File: src/rtl/fifo_sync_buf.sv
// -----------------------------------------------------------------------------
// fifo_sync_buf
//  Single-clock FIFO with on-chip storage. Used as the generic buffer between
//  producers and consumers running in the same clock domain.
//
//  Handshake: a write is accepted (wr_acc) when wrreq is high and the FIFO is
//  not full, or when it is full but a pop is accepted in the same cycle. A pop
//  is accepted (rd_acc) when rdack is high and the FIFO is not empty. Requests
//  that are not accepted are dropped and reported one cycle later on
//  overrun/underrun. There is no empty-bypass: writing and popping an empty
//  FIFO in one cycle stores the word and flags an underrun.
//
//  Ports:
//   clk           in   clock, all state on rising edge
//   n_reset       in   asynchronous active-low reset
//   flush         in   synchronous clear of contents (wins over wrreq/rdack)
//   wrreq         in   write request
//   wdata         in   write data, sampled when the write is accepted
//   rdack         in   read acknowledge / pop request
//   rdata         out  read data
//   rvalid        out  rdata valid
//   empty         out  level == 0
//   full          out  level == DEPTH
//   almost_empty  out  level <= AEMPTY
//   almost_full   out  level >= AFULL
//   underrun      out  1-cycle pulse: pop refused in previous cycle
//   overrun       out  1-cycle pulse: write refused in previous cycle
//   level         out  word count, 0..DEPTH
// -----------------------------------------------------------------------------
module fifo_sync_buf #(
   parameter int DATA_W  = 8,
   parameter int DEPTH_N = 4,
   parameter int AFULL   = (2**DEPTH_N) - 2,
   parameter int AEMPTY  = 1,
   parameter bit FWFT    = 1'b1
) (
   input  logic               clk,
   input  logic               n_reset,
   input  logic               flush,
   input  logic               wrreq,
   input  logic [DATA_W-1:0]  wdata,
   input  logic               rdack,
   output logic [DATA_W-1:0]  rdata,
   output logic               rvalid,
   output logic               empty,
   output logic               full,
   output logic               almost_empty,
   output logic               almost_full,
   output logic               underrun,
   output logic               overrun,
   output logic [DEPTH_N:0]   level
);

   localparam int DEPTH = 2**DEPTH_N;
   localparam int LVL_W = DEPTH_N + 1;

   localparam logic [LVL_W-1:0] C_DEPTH  = LVL_W'(DEPTH);
   localparam logic [LVL_W-1:0] C_AFULL  = LVL_W'(AFULL);
   localparam logic [LVL_W-1:0] C_AEMPTY = LVL_W'(AEMPTY);

   logic [DATA_W-1:0]  r_mem [DEPTH];
   logic [DEPTH_N-1:0] r_head;
   logic [DEPTH_N-1:0] r_tail;
   logic [LVL_W-1:0]   r_level;
   logic               r_underrun;
   logic               r_overrun;

   logic               w_empty;
   logic               w_full;
   logic               w_rd_acc;
   logic               w_wr_acc;

   // Flags decode straight from the registered level.
   assign w_empty = (r_level == '0);
   assign w_full  = (r_level == C_DEPTH);

   // Flush suppresses both accepts, so nothing moves in a flush cycle.
   assign w_rd_acc = rdack & ~w_empty & ~flush;
   // Writing while full is legal only because the same-cycle pop frees the
   // entry at head, which is exactly where tail points when full.
   assign w_wr_acc = wrreq & (~w_full | w_rd_acc) & ~flush;

   // Pointers, level and error pulses
   always_ff @(posedge clk or negedge n_reset) begin
      if (!n_reset) begin
         r_head     <= '0;
         r_tail     <= '0;
         r_level    <= '0;
         r_underrun <= 1'b0;
         r_overrun  <= 1'b0;
      end else if (flush) begin
         r_head     <= '0;
         r_tail     <= '0;
         r_level    <= '0;
         r_underrun <= 1'b0;
         r_overrun  <= 1'b0;
      end else begin
         if (w_wr_acc) begin
            r_tail <= r_tail + DEPTH_N'(1);
         end
         if (w_rd_acc) begin
            r_head <= r_head + DEPTH_N'(1);
         end
         case ({w_wr_acc, w_rd_acc})
            2'b10:   r_level <= r_level + LVL_W'(1);
            2'b01:   r_level <= r_level - LVL_W'(1);
            default: r_level <= r_level;
         endcase
         r_underrun <= rdack & w_empty;
         r_overrun  <= wrreq & ~w_wr_acc;
      end
   end

   // Storage is deliberately not reset; level/pointers define what is valid.
   always_ff @(posedge clk) begin
      if (w_wr_acc) begin
         r_mem[r_tail] <= wdata;
      end
   end

   generate
      if (FWFT) begin : g_fwft
         // Head word is presented combinationally; it becomes visible the
         // cycle after it is written because the level only then goes non-zero.
         assign rdata  = r_mem[r_head];
         assign rvalid = ~w_empty;
      end else begin : g_reg
         logic [DATA_W-1:0] r_rdata;
         logic              r_rvalid;

         // Registered read: rvalid is a single-cycle pulse per pop and
         // rdata holds its last value in between.
         always_ff @(posedge clk or negedge n_reset) begin
            if (!n_reset) begin
               r_rdata  <= '0;
               r_rvalid <= 1'b0;
            end else if (flush) begin
               r_rvalid <= 1'b0;
            end else begin
               r_rvalid <= w_rd_acc;
               if (w_rd_acc) begin
                  r_rdata <= r_mem[r_head];
               end
            end
         end

         assign rdata  = r_rdata;
         assign rvalid = r_rvalid;
      end
   endgenerate

   assign empty        = w_empty;
   assign full         = w_full;
   assign almost_empty = (r_level <= C_AEMPTY);
   assign almost_full  = (r_level >= C_AFULL);
   assign underrun     = r_underrun;
   assign overrun      = r_overrun;
   assign level        = r_level;

endmodule

File: config.mk
export PLATFORM = sky130hd
export DESIGN_NAME = fifo_sync_buf
export DESIGN_NICKNAME = d
export VERILOG_FILES = /design/src/rtl/fifo_sync_buf.sv
export SDC_FILE = /design/constraint.sdc
export NUM_CORES = 1
export LEC_CHECK = 0
export CELL_PAD_IN_SITES_DETAIL_PLACEMENT = 1
export CELL_PAD_IN_SITES_GLOBAL_PLACEMENT = 2
export CORE_MARGIN = 1
export CORE_UTILIZATION = 30
export CTS_BUF_LIST = sky130_fd_sc_hd__clkbuf_16
export CTS_CLUSTER_DIAMETER = 50
export CTS_CLUSTER_SIZE = 16
export DETAILED_ROUTE_END_ITERATION = 10
export GPL_ROUTABILITY_DRIVEN = 0
export PLACE_DENSITY_LB_ADDON = 0.1
export SYNTH_ARGS = -nofsm -noshare
export SYNTH_HDL_FRONTEND = slang
export SYNTH_SLANG_ARGS = --single-unit
File: constraint.sdc
create_clock -name clk -period 3.6 [get_ports clk]
set_clock_uncertainty 0.05 [all_clocks]
set_input_delay 1.08 -clock clk [delete_from_list [all_inputs] [get_ports clk]]
set_output_delay 1.08 -clock clk [all_outputs]
set_load 0.01 [all_outputs]
==> out/qor.csv <==
stage,metric,value,unit
run_status,status,"finished, final reports clean",
cts,"Reg clk slew, reported paths",0.06,ns
flow_run,max-cap violations,0,
cts,clk sinks,143,
sta,TNS Setup,0,ns
worst_setup_path,Worst R2R Start,level[1],
synthesis,sequential fraction of the synthesis area,71.2,%
synthesis,"EDFF count, synth",128,
synthesis,Mapped Area,0.00592,mm²
floorplanning,die width,143,µm
synthesis,Commonest cells post-synth,"edfxtp_1 (128), mux4_2 (40), nor2_1 (28), dfrtp_1 (15), ha_1 (10)",
power,leakage,2.55,nW
route,WL final,14200,µm
synthesis,ys async rst share,10.5,%
power,total power,4.82,mW
global_routing,initial antenna violation count,0,
synthesis,Syn Inst Count,309,
synthesis,average size of a mapped cell,19.2,µm²
route,via count,3089,
route,routed len/inst,21.3,µm
cts,CTS H-Tree Depth,4,
final_layout,area delta synth->final,27.3,%
worst_setup_path,cell depth of the worst flop-to-flop path,8,
synthesis,dominant cell type by area after synthesis,edfxtp_1,
worst_setup_path,Worst Path Max Fanout,7,
worst_setup_path,critical path data arrival time,2.39,ns
worst_setup_path,Crit Path Category,flip-flop to primary output,
final_layout,Layout Nets,411,
placed_design,DP Wirelength,9590,µm
worst_hold_path,worst hold path depth,2,
sta,Tcrit/Tclk final,97.9,%
synthesis,synth unique cells,38,
power,PwrDens,639,mW/mm²
sta,Final setup viols,0,
worst_hold_path,HP Class,flip-flop to flip-flop,
global_routing,GRT Total Usage,15.3,%
cts,CTS tree,built,
sta,Final Slew Violations,0,
synthesis,area share of the largest cell type after synthesis,64.9,%
synthesis,most frequent cell after synthesis,edfxtp_1,
route,post-route ant nets,0,
sta,Final Hold Violating Endpoints,0,
global_routing,vias in the first global route,3385,
worst_setup_path,RR Endpoint,r_mem[12][6],
route,drt first pass iters,4,
global_routing,grt ovf,0,
sta,min Tclk post-route,3.52,ns
sta,Slew HR,46.6,%
synthesis,"top cells by area, synth","edfxtp_1 (65%), mux4_2 (15%), dfrtp_1 (6.3%)",
cts,Root Buffer,clkbuf_16,
worst_setup_path,Critical Path Start Type,flip-flop,
synthesis,Mapped Nets,332,
floorplanning,io pins,33,
worst_hold_path,WHS Endpoint,r_tail[1],
worst_setup_path,Critical Path Start,r_head[0],
floorplanning,row count,51,
worst_setup_path,WP data required,2.47,ns
cts,"Hold-fix buffers, CTS",0,
synthesis,Yosys warning count,0,
floorplanning,Die Y,143,µm
sta,fmax,0.284,GHz
worst_setup_path,Reg2Reg Setup Slack,1.20,ns
global_routing,first-pass GRT wire length,21400,µm
cts,worst skew pair latency,0.42,ns
synthesis,synthesized flop and latch total,143,
cts,Num CTS Buffers,17,
worst_hold_path,Hold Crit Start,r_tail[1],
floorplanning,CORE AREA,0.0194,mm²
cts,Max Root-Sink Buffers,2,
sta,RSZ-0062 raised after global routing,false,
route,drt first-iter violations,150,
power,Peak supply drop,0.295,mV
global_routing,pin count of the biggest net entering global routing,36,
final_layout,share of layout cells above drive strength 1,32.9,%
synthesis,Main synth FF type,edfxtp_1,
worst_setup_path,Worst setup EP type,primary output,
route,DR DRC count,0,
route,Avg Vias per Cell,4.64,
final_layout,diode count,0,
floorplanning,Initial Util,30.5,%
sta,slew of the pin with the lowest slew margin,0.798,ns
floorplanning,die area,0.0203,mm²
placed_design,# port buffers,32,
==> stage by stage <==
| step | std cells | utilization [%] | instance area [µm²] | setup slack (ns) | hold WS (ns) |
|---|---|---|---|---|---|
| after floorplan | 309 | - | 5920 | 0.632 | 0.512 |
| after global placement | 622 | 34.9 | 6780 | 0.239 | 0.570 |
| after detailed placement | 622 | 34.9 | 6780 | 0.235 | 0.574 |
| after CTS | 665 | 38.8 | 7540 | 0.00275 | 0.590 |
| after global routing | 666 | 38.9 | 7540 | 0.00289 | 0.634 |
| final | 666 | 38.9 | 7540 | 0.0750 | 0.576 |
==> worst max-delay path by stage <==
| stage | end | slack [ns] | cells after the start |
|---|---|---|---|
| after floorplan | rdata[0] | 0.63 | 4 |
| after global placement | rdata[0] | 0.24 | 4 |
| after detailed placement | rdata[0] | 0.23 | 4 |
| after CTS | rdata[3] | 0.003 | 6 |
| after global routing | rdata[2] | 0.003 | 5 |
| final | rdata[0] | 0.08 | 5 |
==> cells by family (layout without fill, tap and decap cells) <==
kind of cell	after synthesis	in the layout	synth area share (%)
xor+xnor	7	7	1.03
fa+ha+maj	10	10	2.11
mux	45	45	16.2
compound gates	13	13	1.84
buf+inv	25	117	2.01
flops	143	143	71.2
simple gates	66	66	5.60
==> cells in the final DEF (no fill, tap or decap), types with 2 or more instances in the layout <==
cell	instances
edfxtp_1	128
mux4_2	40
buf_4	37
nor2_1	28
clkdlybuf4s50_1	24
clkbuf_16	17
dfrtp_1	12
ha_1	10
nand2_1	7
inv_1	6
nor3_1	6
nand3_1	6
buf_12	6
nand2b_1	5
clkinv_4	4
nor2b_1	4
xnor2_1	4
inv_6	4
bufinv_16	4
buf_2	4
a22oi_1	3
mux2_1	3
xor2_1	3
nand4_1	3
dfrtp_2	3
dlygate4sd2_1	3
a21oi_1	2
o211ai_1	2
clkinv_1	2
==> critical path, cell delays in order (launching register included) <==
cell           delay [ns]
dfrtp_2              0.40
buf_12               0.14
buf_12               0.12
mux4_2               0.52
mux4_2               0.50
dlygate4sd2_1        0.30
==> sequential cells by signal (all words and copies together) (netlist names) <==
register,count
r_mem,128
level,5
r_head,4
r_tail,4
overrun,1
underrun,1
==> cell type report <==
class | count | area [µm²]
multi-input combinational | 141 | 1590
inverter | 8 | 35.0
clock inverter | 15 | 208
timing repair buffer | 77 | 728
tap | 265 | 332
clock buffer | 17 | 425
sequential | 143 | 4220
fill | 1944 | 11900
==> power breakdown <==
| group | switching (mW) | internal [mW] |
|---|---|---|
| Sequential | 0.0487 | 1.85 |
| Combinational | 0.449 | 0.598 |
| Clock | 0.701 | 1.17 |
| Total | 1.20 | 3.62 |
==> routing by layer <==
metal  track usage, %  vias up  wire (µm)
met2             24.9       53       7040
met5                0        -          0
met4             4.92        0        116
met3             3.47       10        486
met1             20.4     1633       6560
li1                 -     1393          -
==> repair_timing <==
item | in CTS | in global routing
gates cloned | 1 | 0
setup endpoints to repair | 10 | 5
buffers inserted | 10 | 1
resized for setup | 22 | 6
(Power assumes the default switching activity.)
